===== config.mk =====
export PLATFORM = sky130hd
export DESIGN_NAME = flash_arbiter
export DESIGN_NICKNAME = d
export VERILOG_FILES = /design/src/rtl/flash_arb_pkg.sv /design/src/rtl/flash_arbiter_byte_packer.sv /design/src/rtl/flash_arbiter.sv
export SDC_FILE = /design/constraint.sdc
export NUM_CORES = 1
export LEC_CHECK = 0
export BUFFER_PORTS_ARGS = -buffer_cell sky130_fd_sc_hd__buf_2
export CAP_MARGIN = 20
export CORE_UTILIZATION = 35
export DETAILED_ROUTE_END_ITERATION = 8
export PLACE_DENSITY_LB_ADDON = 0.05
export SYNTH_ARGS = -nofsm -noshare
export SYNTH_HDL_FRONTEND = slang
export SYNTH_SLANG_ARGS = --single-unit

===== constraint.sdc =====
create_clock -name CLK_CPU -period 2 [get_ports CLK_CPU]
set_clock_uncertainty 0.05 [all_clocks]
set_input_delay 0.2 -clock CLK_CPU [delete_from_list [all_inputs] [get_ports CLK_CPU]]
set_output_delay 0.2 -clock CLK_CPU [all_outputs]
set_load 0.02 [all_outputs]

===== src/rtl/flash_arb_pkg.sv =====
// Shared types and constants for the flash read-engine arbiter.
package flash_arb_pkg;

    localparam int ADDR_W    = 24;
    localparam int MAX_WORDS = 8;

    typedef enum logic [1:0] {
        IDLE   = 2'd0,
        ISSUE  = 2'd1,
        STREAM = 2'd2,
        FINISH = 2'd3
    } arb_state_t;

    typedef enum logic {
        OWN_I = 1'b0,
        OWN_D = 1'b1
    } owner_t;

    // A zero-length request still fetches one word; long requests stop at one line.
    function automatic logic [3:0] clamp_words(input logic [3:0] words,
                                               input logic [3:0] max_words);
        logic [3:0] result;
        if (words == 4'd0) begin
            result = 4'd1;
        end else if (words > max_words) begin
            result = max_words;
        end else begin
            result = words;
        end
        return result;
    endfunction

endpackage


===== src/rtl/flash_arbiter_byte_packer.sv =====
// Packs a byte stream into little-endian 32-bit words. The completed word is
// presented combinationally on the cycle its fourth byte arrives so the owner
// can register it without an extra stage.
module byte_packer (
    input  logic        clk,
    input  logic        rst_n,
    input  logic        clear,
    input  logic        byte_valid,
    input  logic [7:0]  data_byte,
    output logic [31:0] word,
    output logic        word_valid
);

    logic [1:0]  cnt_r;
    logic [23:0] shift_r;

    // Byte position counter and storage for the first three bytes of a word.
    always_ff @(posedge clk or negedge rst_n) begin
        if (!rst_n) begin
            cnt_r   <= 2'd0;
            shift_r <= 24'd0;
        end else if (clear) begin
            cnt_r   <= 2'd0;
            shift_r <= 24'd0;
        end else if (byte_valid) begin
            cnt_r <= cnt_r + 2'd1;
            case (cnt_r)
                2'd0:    shift_r[7:0]   <= data_byte;
                2'd1:    shift_r[15:8]  <= data_byte;
                2'd2:    shift_r[23:16] <= data_byte;
                default: shift_r        <= shift_r;
            endcase
        end
    end

    assign word       = {data_byte, shift_r};
    assign word_valid = byte_valid && (cnt_r == 2'd3);

endmodule


===== src/rtl/flash_arbiter.sv =====
// Arbitrates the single SPI flash read engine between the instruction and
// data refill paths, round-robin on ties, and streams packed words back to
// the granted side with a four-phase req/done handshake.
module flash_arbiter #(
    parameter int ADDR_W    = flash_arb_pkg::ADDR_W,
    parameter int MAX_WORDS = flash_arb_pkg::MAX_WORDS
) (
    input  logic              CLK_CPU,
    input  logic              resetn,
    input  logic              i_req,
    input  logic [ADDR_W-1:0] i_addr,
    input  logic [3:0]        i_words,
    output logic [31:0]       i_rdata,
    output logic              i_rvalid,
    output logic              i_done,
    input  logic              d_req,
    input  logic [ADDR_W-1:0] d_addr,
    input  logic [3:0]        d_words,
    output logic [31:0]       d_rdata,
    output logic              d_rvalid,
    output logic              d_done,
    output logic              err,
    output logic              busy,
    output logic              flash_start,
    output logic [ADDR_W-1:0] flash_addr,
    output logic [5:0]        flash_nbytes,
    input  logic              flash_busy,
    input  logic              flash_byte_valid,
    input  logic [7:0]        flash_byte,
    input  logic              flash_done
);

    import flash_arb_pkg::*;

    localparam logic [3:0] MAX_W4 = 4'(MAX_WORDS);

    arb_state_t        state_r;
    arb_state_t        state_next_s;
    owner_t            owner_r;
    owner_t            last_r;
    owner_t            grant_owner_s;
    logic              grant_s;
    logic              start_next_s;
    logic              err_next_s;
    logic              owner_req_s;
    logic [ADDR_W-1:0] req_addr_s;
    logic [3:0]        req_words_s;
    logic [3:0]        clamped_words_s;
    logic [3:0]        words_r;
    logic [3:0]        word_cnt_r;
    logic [ADDR_W-1:0] flash_addr_r;
    logic [5:0]        flash_nbytes_r;
    logic              flash_start_r;
    logic              busy_r;
    logic              err_r;
    logic              i_rvalid_r;
    logic              d_rvalid_r;
    logic              i_done_r;
    logic              d_done_r;
    logic [31:0]       i_rdata_r;
    logic [31:0]       d_rdata_r;
    logic [31:0]       packed_word_s;
    logic              pack_clear_s;
    logic              pack_valid_s;
    logic              word_valid_s;
    logic              all_words_s;
    logic              last_word_s;

    assign owner_req_s     = (owner_r == OWN_I) ? i_req : d_req;
    assign req_addr_s      = (grant_owner_s == OWN_I) ? i_addr : d_addr;
    assign req_words_s     = (grant_owner_s == OWN_I) ? i_words : d_words;
    assign clamped_words_s = clamp_words(req_words_s, MAX_W4);
    assign all_words_s     = (word_cnt_r == words_r);
    assign pack_clear_s    = (state_r == ISSUE);
    // Bytes past the requested length never reach the packer.
    assign pack_valid_s    = flash_byte_valid && (state_r == STREAM) && !all_words_s;
    assign last_word_s     = word_valid_s && ((word_cnt_r + 4'd1) == words_r);

    byte_packer u_packer (
        .clk        (CLK_CPU),
        .rst_n      (resetn),
        .clear      (pack_clear_s),
        .byte_valid (pack_valid_s),
        .data_byte  (flash_byte),
        .word       (packed_word_s),
        .word_valid (word_valid_s)
    );

    // Arbitration state register.
    always_ff @(posedge CLK_CPU or negedge resetn) begin
        if (!resetn) begin
            state_r <= IDLE;
        end else begin
            state_r <= state_next_s;
        end
    end

    // Next state, grant decision, command pulse and error flag.
    always_comb begin
        state_next_s  = state_r;
        grant_s       = 1'b0;
        grant_owner_s = owner_r;
        start_next_s  = 1'b0;
        err_next_s    = err_r;
        case (state_r)
            IDLE: begin
                if (i_req || d_req) begin
                    grant_s      = 1'b1;
                    state_next_s = ISSUE;
                    start_next_s = !flash_busy;
                    if (i_req && d_req) begin
                        grant_owner_s = (last_r == OWN_I) ? OWN_D : OWN_I;
                    end else if (d_req) begin
                        grant_owner_s = OWN_D;
                    end else begin
                        grant_owner_s = OWN_I;
                    end
                end else begin
                    state_next_s = IDLE;
                end
            end
            ISSUE: begin
                // The command went out last cycle; wait for the engine if it was busy.
                if (flash_start_r) begin
                    state_next_s = STREAM;
                end else if (!flash_busy) begin
                    start_next_s = 1'b1;
                end else begin
                    state_next_s = ISSUE;
                end
            end
            STREAM: begin
                // The engine's done ends the burst; short if words are still owed.
                if (flash_done) begin
                    state_next_s = FINISH;
                    err_next_s   = !(all_words_s || last_word_s);
                end else begin
                    state_next_s = STREAM;
                end
            end
            FINISH: begin
                if (!owner_req_s) begin
                    state_next_s = IDLE;
                    err_next_s   = 1'b0;
                end else begin
                    state_next_s = FINISH;
                end
            end
            default: begin
                state_next_s = IDLE;
            end
        endcase
    end

    // Burst context latched at grant: owner, aligned address, clamped length.
    always_ff @(posedge CLK_CPU or negedge resetn) begin
        if (!resetn) begin
            owner_r        <= OWN_I;
            words_r        <= 4'd0;
            flash_addr_r   <= '0;
            flash_nbytes_r <= 6'd0;
        end else if (grant_s) begin
            owner_r        <= grant_owner_s;
            words_r        <= clamped_words_s;
            flash_addr_r   <= {req_addr_s[ADDR_W-1:2], 2'b00};
            flash_nbytes_r <= {clamped_words_s, 2'b00};
        end
    end

    // Delivered-word counter and round-robin history.
    always_ff @(posedge CLK_CPU or negedge resetn) begin
        if (!resetn) begin
            word_cnt_r <= 4'd0;
            last_r     <= OWN_I;
        end else begin
            if (state_r == ISSUE) begin
                word_cnt_r <= 4'd0;
            end else if (word_valid_s) begin
                word_cnt_r <= word_cnt_r + 4'd1;
            end
            if ((state_r == STREAM) && (state_next_s == FINISH)) begin
                last_r <= owner_r;
            end
        end
    end

    // Registered handshake and status outputs.
    always_ff @(posedge CLK_CPU or negedge resetn) begin
        if (!resetn) begin
            flash_start_r <= 1'b0;
            busy_r        <= 1'b0;
            err_r         <= 1'b0;
            i_done_r      <= 1'b0;
            d_done_r      <= 1'b0;
        end else begin
            flash_start_r <= start_next_s;
            busy_r        <= (state_next_s != IDLE);
            err_r         <= err_next_s;
            i_done_r      <= (state_next_s == FINISH) && (owner_r == OWN_I);
            d_done_r      <= (state_next_s == FINISH) && (owner_r == OWN_D);
        end
    end

    // Registered word return to whichever side owns the burst.
    always_ff @(posedge CLK_CPU or negedge resetn) begin
        if (!resetn) begin
            i_rvalid_r <= 1'b0;
            d_rvalid_r <= 1'b0;
            i_rdata_r  <= 32'd0;
            d_rdata_r  <= 32'd0;
        end else begin
            i_rvalid_r <= word_valid_s && (owner_r == OWN_I);
            d_rvalid_r <= word_valid_s && (owner_r == OWN_D);
            if (word_valid_s && (owner_r == OWN_I)) begin
                i_rdata_r <= packed_word_s;
            end
            if (word_valid_s && (owner_r == OWN_D)) begin
                d_rdata_r <= packed_word_s;
            end
        end
    end

    assign i_rdata      = i_rdata_r;
    assign i_rvalid     = i_rvalid_r;
    assign i_done       = i_done_r;
    assign d_rdata      = d_rdata_r;
    assign d_rvalid     = d_rvalid_r;
    assign d_done       = d_done_r;
    assign err          = err_r;
    assign busy         = busy_r;
    assign flash_start  = flash_start_r;
    assign flash_addr   = flash_addr_r;
    assign flash_nbytes = flash_nbytes_r;

endmodule

==> results of run 1 <==
[where the power goes]
| group | leakage, nW | internal, W | total, W | switching, W |
|---|---|---|---|---|
| registers | 1.77 | 0.00307 | 0.00335 | 0.000280 |
| clock network | 0.289 | 0.00199 | 0.00314 | 0.00115 |
| logic | 1.97 | 0.000921 | 0.00259 | 0.00167 |
| total | 4.02 | 0.00598 | 0.00908 | 0.00310 |
[cells in the mapped netlist, types with 2 or more instances]
master / instances
sky130_fd_sc_hd__xnor2_1: 2
sky130_fd_sc_hd__o21ai_0: 49
sky130_fd_sc_hd__o21a_1: 2
sky130_fd_sc_hd__buf_6: 7
sky130_fd_sc_hd__buf_2: 6
sky130_fd_sc_hd__buf_4: 7
sky130_fd_sc_hd__inv_1: 7
sky130_fd_sc_hd__mux2_1: 4
sky130_fd_sc_hd__dfrtp_1: 131
sky130_fd_sc_hd__nand2_1: 38
sky130_fd_sc_hd__nand3_1: 31
sky130_fd_sc_hd__a21oi_1: 28
sky130_fd_sc_hd__nor3_1: 3
sky130_fd_sc_hd__mux2_2: 61
sky130_fd_sc_hd__nand2b_1: 3
sky130_fd_sc_hd__and3_1: 4
sky130_fd_sc_hd__buf_1: 2
sky130_fd_sc_hd__ha_1: 5
sky130_fd_sc_hd__a211oi_1: 2
sky130_fd_sc_hd__clkbuf_1: 11
sky130_fd_sc_hd__o21ai_1: 5
sky130_fd_sc_hd__nor2b_1: 2
sky130_fd_sc_hd__mux2i_1: 28
sky130_fd_sc_hd__nor2_1: 12
sky130_fd_sc_hd__xor2_1: 4
[registers in the layout, indices dropped and copies added (netlist names)]
name	flops
d_rdata	32
i_rvalid	1
word_cnt_r	4
busy	1
i_done	1
flash_addr	22
state_r	2
u_packer.cnt_r	2
flash_nbytes	4
last_r	1
err	1
d_done	1
owner_r	1
i_rdata	32
d_rvalid	1
flash_start	1
u_packer.shift_r	24
[worst min-delay path by stage]
| stage | from | slack, ns | end |
|---|---|---|---|
| detailed placement | resetn | 0.13 | d_rvalid |
| floorplan | resetn | -0.15 | busy |
| CTS | i_addr[17] | 0.002 | flash_addr[17] |
| global placement | resetn | 0.12 | d_rdata[11] |
| finish | i_addr[15] | 0.02 | flash_addr[15] |
| global route | i_addr[20] | 0.03 | flash_addr[20] |
[timing repair]
item	in CTS	in global routing
buffers inserted	0	1
setup endpoints to repair	19	64
resized for setup	1	2
cloned	0	1
hold buffers	2	0
hold endpoints to repair	46	0
pin swaps	0	2
[stage by stage]
stage	total power (W)	setup WS, ns
floorplan	0.00505	0.0436
global placement	0.00595	0.0407
detailed placement	0.00600	0.00458
CTS	0.00919	0.0253
global route	0.00963	-0.00924
finish	0.00908	0.0295
[worst min-delay path, cell delays in order]
cell                      delay [ns]
sky130_fd_sc_hd__buf_2          0.07
sky130_fd_sc_hd__mux2i_1        0.05
sky130_fd_sc_hd__o21ai_0        0.12
[kinds of logic after synthesis]
kind of cell / count (synthesis)
simple gates: 101
buf+inv: 40
fa+ha+maj: 5
xor+xnor: 7
flops: 131
compound gates: 93
other cells: 1
mux: 94
[layout make-up]
type	count	area share (%)
tap	216	3.60
clock buffer	19	5.90
sequential	131	43.6
timing repair buffer	190	15.2
inverter	7	0.350
clock inverter	13	2.12
multi-input combinational	304	29.2
[routing by layer]
layer	GRT usage, %	vias to the layer above	share of wire [%]	routed length (um)
met5	0	-	0	0
met4	6.85	0	1.7	226
met3	4.95	19	5.9	797
met2	27.3	127	48	6420
met1	20.9	2014	45	6030
li1	-	2010	-	-
==> impl_metrics.tcl, run 1 <==
set metrics [dict create \
    outcome "complete, no violations" \
    postRouteAntennaNets 0 \
    critical_path.endpoint "d_rdata[7]" \
    postSynth.topFlopCell "sky130_fd_sc_hd__dfrtp_1" \
    layout.cells.non_filler 880 \
    grt_pass1_wl_um 21200 \
    min_path_cells 3 \
    rsz_0062_raised_after_global_routing "yes" \
    first_iter_violations 156 \
    first_global_vias 4177 \
    final_layout_size_suffix_gt1_share_pct 43.5 \
    insertion_delay_to_the_later_sink_of_the_worst_skew_pair_ns 0.41 \
    setup_violations 0 \
    avgSynthCellArea_um2 12.0 \
    netlist_area_before_placement_um2 5680 \
    clk_path_buf_depth 2 \
    hp-class "primary input to register" \
    timing.critical_path.from_type "register" \
    worst_setup_path_startpoint "word_cnt_r[3]" \
    critPathKind "register to register" \
    critical_path_peak_fanout 10 \
    worstPathRequired_ns 2.25 \
    reg2reg_setup_slack_ns 0.03 \
    multi_input_comb_area_um2 2200 \
    netlist_top_cells_area "sky130_fd_sc_hd__dfrtp_1 58%, sky130_fd_sc_hd__mux2_2 12%, sky130_fd_sc_hd__mux2i_1 4.9%" \
    initial_utilization_pct 35.8 \
    clock_tree_from_tritoncts "done" \
    most-common-layout-cells "162 x sky130_fd_sc_hd__buf_2, 131 x sky130_fd_sc_hd__dfrtp_1, 61 x sky130_fd_sc_hd__mux2_2" \
    compound_gate_portion_of_the_synthesized_area_pct 9.08 \
    synth.largest_area_cell "sky130_fd_sc_hd__dfrtp_1" \
    totalWireLength_um 13500 \
    port-buffer-count 163 \
    combinational_family_with_the_most_area_after_synthesis "multiplexers" \
    timing.rr.start "word_cnt_r[3]" \
    antennaDiodeCount 0 \
    detail_route.vias_per_cell 4.74 \
    area.sequential_um2 3280 \
    total_of_flip_flops_plus_latches_after_synthesis 131 \
    routabilityCongestion 0.749 \
    numClockSinks 131 \
    synthArstFlopShare_pct 100 \
    rows 46 \
    die-area_um2 16700 \
    grt_usage_pct 16.8 \
    die_y_um 129 \
    post-route-cell-area_um2 7510 \
    worstSetupPathDepth 5 \
    synth_largest_type_area_fraction_pct 57.7 \
    yosys-mux-area-fraction_pct 18.1 \
    count_of_boundary_i_o_pins 172 \
    post-dp-hpwl_um 9550 \
    clock_tree.htree_level_count 4 \
    synth_edf_count 0 \
    root_buffer "sky130_fd_sc_hd__clkbuf_16" \
    timing.reg2reg.worst_path_depth 5 \
    final.fill_count 1560 \
    yosysWarningCount 0 \
    arithmetic_cell_share_of_the_synthesized_area_counting_full_adders_half_adders_and_majority_gates_pct 1.10 \
    core_area_um2 15900 \
    drt_drc_violations_left 0 \
    synth.yosys.seq_area_share_pct 57.7 \
    antenna_violations_before_repair 0 \
    crit-reg2reg-capture "d_rdata[7]" \
    detailedRoute.firstPassIterationCount 4 \
    worst_setup_path_end_kind "register" \
    static-leakage-power_nw 4.02 \
    nets 727 \
    cellPowerDensity_nw_per_um2 1210 \
    layout.cells.most_common "sky130_fd_sc_hd__buf_2" \
    placedInstanceArea_um2 6840 \
    timing.critical_path.slowest_cell_delay_ns 0.49 \
    cp_data_arrival_time_ns 2.22 \
    num_vias 4170 \
    synth_simple_gate_area_share_pct 8.57 \
    area_growth_syn_to_layout_pct 32.3 \
    die_x_um 129 \
    pin_count_of_the_biggest_net_entering_global_routing 49 \
    cp_slowest_cell "sky130_fd_sc_hd__o41a_1" \
    critPathTopFamily "compound AO/OA/AOI/OAI gates" \
    finalSetupTns_ns 0 \
    max_cap_viol_count 0 \
    finalWorstPathRequiredPeriod_ns 1.97 \
    finalMaxSlewViolations 0 \
    post_synth_inst_count 472 \
    avgRoutedWirePerCell_um 15.3 \
    place_inst 844 \
    cp_num_buf_inv 1 \
    finalCoreUtilization_pct 47.3 \
    cp_cell_sequence "xor2_2 > o41a_1 > nand3_4 > clkbuf_16 > mux2_2" \
    cts_buffers 17 \
    timing.hold.ws_ns 0.0162 \
    synth_xor_xnor_area_share_pct 1.21 \
    gr-total-overflow 0 \
    maxClockFrequency_mhz 507 \
    fraction_of_the_cycle_the_final_worst_path_needs_pct 98.5 \
    path_clk_slew_ns 0.06 \
    peakVddDrop_mv 0.603 \
    finalHoldViolations 0 \
    synth.lib_cells_used.distinct 43 \
]
(Power assumes the default switching activity.)
==> run 2, diff against run 1 <==
==> constraint.sdc (replaced) <==
create_clock -name CLK_CPU -period 1.9 [get_ports CLK_CPU]
set_clock_uncertainty 0.05 [all_clocks]
set_input_delay 0.19 -clock CLK_CPU [delete_from_list [all_inputs] [get_ports CLK_CPU]]
set_output_delay 0.19 -clock CLK_CPU [all_outputs]
set_load 0.02 [all_outputs]
==> impl_metrics.tcl, run 2 (same netlist as run 1, synthesis figures left out) <==
set metrics [dict create \
    clk_path_buf_depth 2 \
    power_frac_comb_pct 31.2 \
    final.setup.worst_slack_ns -0.0822 \
    place_inst 848 \
    routabilityCongestion 0.818 \
    num_vias 4252 \
    cp_slowest_cell "sky130_fd_sc_hd__o41a_1" \
    path_clk_slew_ns 0.06 \
    setup_violations 50 \
    count_of_boundary_i_o_pins 172 \
    nets 749 \
    cts_buffers 17 \
    core_area_um2 15900 \
    finalWorstPathRequiredPeriod_ns 1.98 \
    detailedRoute.firstPassIterationCount 4 \
    gr-total-overflow 0 \
    grt_pass1_wl_um 22200 \
    placedInstanceArea_um2 6910 \
    cellPowerDensity_nw_per_um2 1220 \
    postRouteAntennaNets 0 \
    die-area_um2 16700 \
    clock_tree_from_tritoncts "done" \
    maxClockFrequency_mhz 504 \
    critPathKind "register to register" \
    drt_drc_violations_left 0 \
    cp_cell_sequence "xor2_2 > o41a_1 > nand3_4 > buf_12 > mux2_2" \
    root_buffer "sky130_fd_sc_hd__clkbuf_16" \
    finalMaxSlewViolations 0 \
    final_layout_size_suffix_gt1_share_pct 46.4 \
    fraction_of_the_cycle_the_final_worst_path_needs_pct 104 \
    hp-class "primary input to register" \
    detail_route.vias_per_cell 4.71 \
    layout.cells.non_filler 902 \
    pin_count_of_the_biggest_net_entering_global_routing 46 \
    p_sw_w 0.00336 \
    clkPwrFrac_pct 32.2 \
    rows 46 \
    finalHoldViolations 0 \
    area_growth_syn_to_layout_pct 39.2 \
    avgRoutedWirePerCell_um 16.0 \
    first_iter_violations 181 \
    antennaDiodeCount 0 \
    peakVddDrop_mv 0.636 \
    pre_cts_ws_ns -0.0693 \
    die_x_um 129 \
    critical_path_peak_fanout 17 \
    rsz_0062_raised_after_global_routing "yes" \
    outcome "complete, but fails checks" \
    first_global_vias 4178 \
    timing.critical_path.from_type "register" \
    power_report.internal_total_w 0.00632 \
    post-dp-hpwl_um 9670 \
    power.share.sequential_pct 36.5 \
    port-buffer-count 163 \
    worstPathRequired_ns 2.15 \
    antenna_violations_before_repair 0 \
    power.switching_fraction_pct 34.7 \
    cp_num_buf_inv 1 \
    worst_setup_path_end_kind "register" \
    insertion_delay_to_the_later_sink_of_the_worst_skew_pair_ns 0.42 \
    numClockSinks 131 \
    cp_data_arrival_time_ns 2.23 \
    grt_usage_pct 17.6 \
    post-route-cell-area_um2 7910 \
    timing.critical_path.slowest_cell_delay_ns 0.48 \
    clock_tree.htree_level_count 4 \
    totalWireLength_um 14400 \
    max_cap_viol_count 0 \
    critPathTopFamily "compound AO/OA/AOI/OAI gates" \
    initial_utilization_pct 35.8 \
    most-common-layout-cells "162 x sky130_fd_sc_hd__buf_2, 127 x sky130_fd_sc_hd__dfrtp_1, 47 x sky130_fd_sc_hd__o21ai_0" \
    static-leakage-power_nw 4.21 \
    die_y_um 129 \
    violations "setup timing" \
    layout.cells.most_common "sky130_fd_sc_hd__buf_2" \
]
## run 2: cell count changes in the layout (fill, tap and decap cells not counted), sizes merged
cell | before | now
buf | 187 | 198
bufinv | 3 | 1
clkbuf | 20 | 24
clkinvlp | 3 | 4
dlygate4sd3 | 2 | 10
## run 2: metal layers
metal	wire length [um]	track usage, %	up-vias
met4	198	7.20	0
met5	0	0	-
met3	798	5.24	15
met2	6960	27.4	131
met1	6450	23.0	2050
li1	-	-	2056
## run 2: path summary, 6_finish.rpt
check / from / endpoint / slack, ns / cells after the start
min reg2reg: flash_addr[12] / flash_addr[12] / 0.42 / 2
min: i_addr[9] / flash_addr[9] / 0.01 / 3
max reg2reg: flash_nbytes[2] / d_rdata[25] / -0.08 / 5
min in group asynchronous: resetn / d_rdata[9] / 0.22 / 2
max: flash_nbytes[2] / d_rdata[25] / -0.08 / 5
max in group asynchronous: resetn / d_rdata[21] / 0.95 / 3
## run 2: tightest hold or removal path, stage by stage
cell	delay, ns
sky130_fd_sc_hd__buf_2	0.07
sky130_fd_sc_hd__mux2i_1	0.05
sky130_fd_sc_hd__o21ai_1	0.12
## run 2: area by class of cell
cell class	instances	area, um2
Inverter	7	26.3
Sequential cell	131	3280
Clock inverter	12	106
Timing Repair Buffer	212	1440
Multi-Input combinational cell	304	2310
Fill cell	1475	7980
Clock buffer	20	467
Tap cell	216	270
## run 2: metrics by stage
step | TNS [ns] | hold slack (ns) | power [W] | utilization (%)
final | -1.45 | 0.0115 | 0.00968 | 49.8
after global routing | -4.71 | 0.0190 | 0.0103 | 49.8
after CTS | -0.959 | 0.00101 | 0.00967 | 48.5
after detailed placement | -3.20 | 0.0869 | 0.00642 | 43.5
after global placement | -1.71 | 0.0820 | 0.00637 | 43.5
after floorplan | -0.135 | -0.156 | 0.00534 | -
## run 2: repair_timing
| item | CTS | global route |
|---|---|---|
| pin swaps | 6 | 3 |
| resized for setup | 21 | 16 |
| endpoints found under the setup margin | 93 | 78 |
| cloned | 1 | 4 |
| endpoints found under the hold margin | 44 | 0 |
| setup buffers | 5 | 3 |
| hold buffers | 10 | 0 |
## run 2: power by group through the flow
| stage | combinational (W) | clock [W] | sequential [W] |
|---|---|---|---|
| 2_1_floorplan | 0.00140 | 0 | 0.00394 |
| 3_3_place_gp | 0.00280 | 0 | 0.00357 |
| 3_5_place_dp | 0.00284 | 0 | 0.00358 |
| 4_1_cts | 0.00291 | 0.00322 | 0.00354 |
| 5_1_grt | 0.00333 | 0.00334 | 0.00360 |
| 6_report | 0.00302 | 0.00312 | 0.00354 |
==> run 3, diff against run 2 <==
--- a/config.mk
+++ b/config.mk
@@ -9,7 +9,7 @@
 export CAP_MARGIN = 20
 export CORE_UTILIZATION = 35
 export DETAILED_ROUTE_END_ITERATION = 8
-export PLACE_DENSITY_LB_ADDON = 0.05
+export PLACE_DENSITY = 0.67
 export SYNTH_ARGS = -nofsm -noshare
 export SYNTH_HDL_FRONTEND = slang
 export SYNTH_SLANG_ARGS = --single-unit
==> impl_metrics.tcl, run 3 (same netlist as run 1, synthesis figures left out) <==
set metrics [dict create \
    outcome "complete, but fails checks" \
    violations "setup timing" \
    grt_pass1_wl_um 22300 \
    numClockSinks 131 \
    grt_usage_pct 17.3 \
    first_global_vias 4493 \
    cellPowerDensity_nw_per_um2 1270 \
    drt_drc_violations_left 0 \
    first_iter_violations 199 \
    peakVddDrop_mv 0.647 \
    fraction_of_the_cycle_the_final_worst_path_needs_pct 104 \
    insertion_delay_to_the_later_sink_of_the_worst_skew_pair_ns 0.41 \
    gr-total-overflow 0 \
    avgRoutedWirePerCell_um 15.6 \
    postRouteAntennaNets 0 \
    power_frac_comb_pct 28.8 \
    final.fill_count 1479 \
    finalMaxSlewViolations 0 \
    finalSetupTns_ns -1.62 \
    detail_route.vias_per_cell 4.87 \
    clk_path_buf_depth 2 \
    placedInstanceArea_um2 6870 \
    critPathKind "register to register" \
    final.setup.worst_slack_ns -0.0726 \
    clkPwrFrac_pct 34.7 \
    num_vias 4338 \
    port-buffer-count 163 \
    layout.cells.most_common "sky130_fd_sc_hd__buf_2" \
    totalWireLength_um 13900 \
    power.switching_fraction_pct 34.5 \
    clock_tree.htree_level_count 4 \
    finalHoldViolations 0 \
    post-route-cell-area_um2 7690 \
    post-dp-hpwl_um 9860 \
    initial_utilization_pct 35.8 \
    final_layout_size_suffix_gt1_share_pct 45.2 \
    antennaDiodeCount 0 \
    hp-class "primary input to register" \
    root_buffer "sky130_fd_sc_hd__clkbuf_16" \
    count_of_boundary_i_o_pins 172 \
    static-leakage-power_nw 4.10 \
    nets 738 \
    path_clk_slew_ns 0.06 \
    die-area_um2 16700 \
    maxClockFrequency_mhz 507 \
    core_area_um2 15900 \
    cp_data_arrival_time_ns 2.21 \
    rsz_0062_raised_after_global_routing "yes" \
    tightest_slew_ns 0.548 \
    max_cap_viol_count 0 \
    p_sw_w 0.00337 \
    relSlewSlack_pct 63.5 \
    critical_path_peak_fanout 11 \
    cts_buffers 17 \
    rows 46 \
    area_growth_syn_to_layout_pct 35.5 \
    timing.critical_path.from_type "register" \
    worst_setup_path_end_kind "register" \
    clock_tree_from_tritoncts "done" \
    setup_violations 33 \
    detailedRoute.firstPassIterationCount 4 \
    pin_count_of_the_biggest_net_entering_global_routing 61 \
    worstPathRequired_ns 2.14 \
    routabilityCongestion 0.777 \
    power_report.internal_total_w 0.00639 \
    finalWorstPathRequiredPeriod_ns 1.97 \
    power.share.sequential_pct 36.5 \
    die_x_um 129 \
    most-common-layout-cells "162 x sky130_fd_sc_hd__buf_2, 127 x sky130_fd_sc_hd__dfrtp_1, 51 x sky130_fd_sc_hd__mux2_2" \
    die_y_um 129 \
    antenna_violations_before_repair 0 \
]
## run 3: cell types whose count changed in the layout (fill, tap and decap cells not counted), moves of 3 or more
cell	change
sky130_fd_sc_hd__inv_6	+3
sky130_fd_sc_hd__clkbuf_16	-3
sky130_fd_sc_hd__o21ai_0	-8
sky130_fd_sc_hd__mux2_4	-9
sky130_fd_sc_hd__dlygate4sd3_1	-3
sky130_fd_sc_hd__buf_12	-5
sky130_fd_sc_hd__mux2_2	+9
sky130_fd_sc_hd__o21ai_1	+8
## run 3: repair_timing
| item | CTS | global route |
|---|---|---|
| endpoints found under the hold margin | 61 | 0 |
| pin swaps | 2 | 7 |
| gates cloned | 0 | 1 |
| endpoints found under the setup margin | 79 | 87 |
| resized for setup | 7 | 23 |
| buffers inserted | 3 | 0 |
| hold buffers | 7 | 0 |
## run 3: critical path: stages, from the launching register on
cell and delay (ns):
sky130_fd_sc_hd__dfrtp_2 0.44, sky130_fd_sc_hd__xor2_4 0.21, sky130_fd_sc_hd__o41a_1 0.48, sky130_fd_sc_hd__nand3_4 0.16, sky130_fd_sc_hd__clkbuf_16 0.19, sky130_fd_sc_hd__mux2_2 0.33
## run 3: layout make-up
class,count,area [um2],area share [%]
sequential,131,3280,42.7
clock inverter,14,175,2.28
multi-input combinational,304,2280,29.6
tap,216,270,3.51
clock buffer,18,439,5.71
inverter,7,26.3,0.342
timing repair buffer,201,1220,15.9
## run 3: worst paths after layout
check                           startpoint             end  slack (ns)  cells past startpoint
max                        flash_nbytes[4]     d_rdata[26]       -0.07                      5
min                             i_addr[18]  flash_addr[18]        0.01                      3
max reg2reg                flash_nbytes[4]     d_rdata[26]       -0.07                      5
min reg2reg                 flash_addr[13]  flash_addr[13]        0.42                      2
max in group asynchronous           resetn     i_rdata[29]        0.92                      3
min in group asynchronous           resetn     d_rdata[12]        0.26                      2
## run 3: metal layers
| metal | track usage (%) | wire length [um] | part of all wire [%] |
|---|---|---|---|
| met1 | 21.7 | 5970 | 43 |
| met2 | 28.8 | 6870 | 49 |
| met3 | 5.37 | 952 | 6.8 |
| met4 | 5.19 | 132 | 0.95 |
| met5 | 0 | 0 | 0 |
## run 3: power groups by stage
stage / combinational (W) / clock, W / sequential [W]
2_1_floorplan: 0.00140 / 0 / 0.00394
3_3_place_gp: 0.00267 / 0 / 0.00358
3_5_place_dp: 0.00276 / 0 / 0.00360
4_1_cts: 0.00281 / 0.00346 / 0.00356
5_1_grt: 0.00310 / 0.00358 / 0.00363
6_report: 0.00281 / 0.00339 / 0.00357
## run 3: metrics by stage
| step | worst slack (ns) | cells | utilization, % | power (W) | hold slack (ns) |
|---|---|---|---|---|---|
| finish | -0.0726 | 891 | 48.4 | 0.00977 | 0.0143 |
| global route | -0.123 | 891 | 48.4 | 0.0103 | 0.0177 |
| CTS | -0.0555 | 890 | 47.9 | 0.00983 | 0.000384 |
| detailed placement | -0.0804 | 848 | 43.2 | 0.00636 | 0.148 |
| global placement | -0.0322 | 848 | 43.2 | 0.00625 | 0.138 |
| floorplan | -0.0162 | 475 | - | 0.00534 | -0.156 |
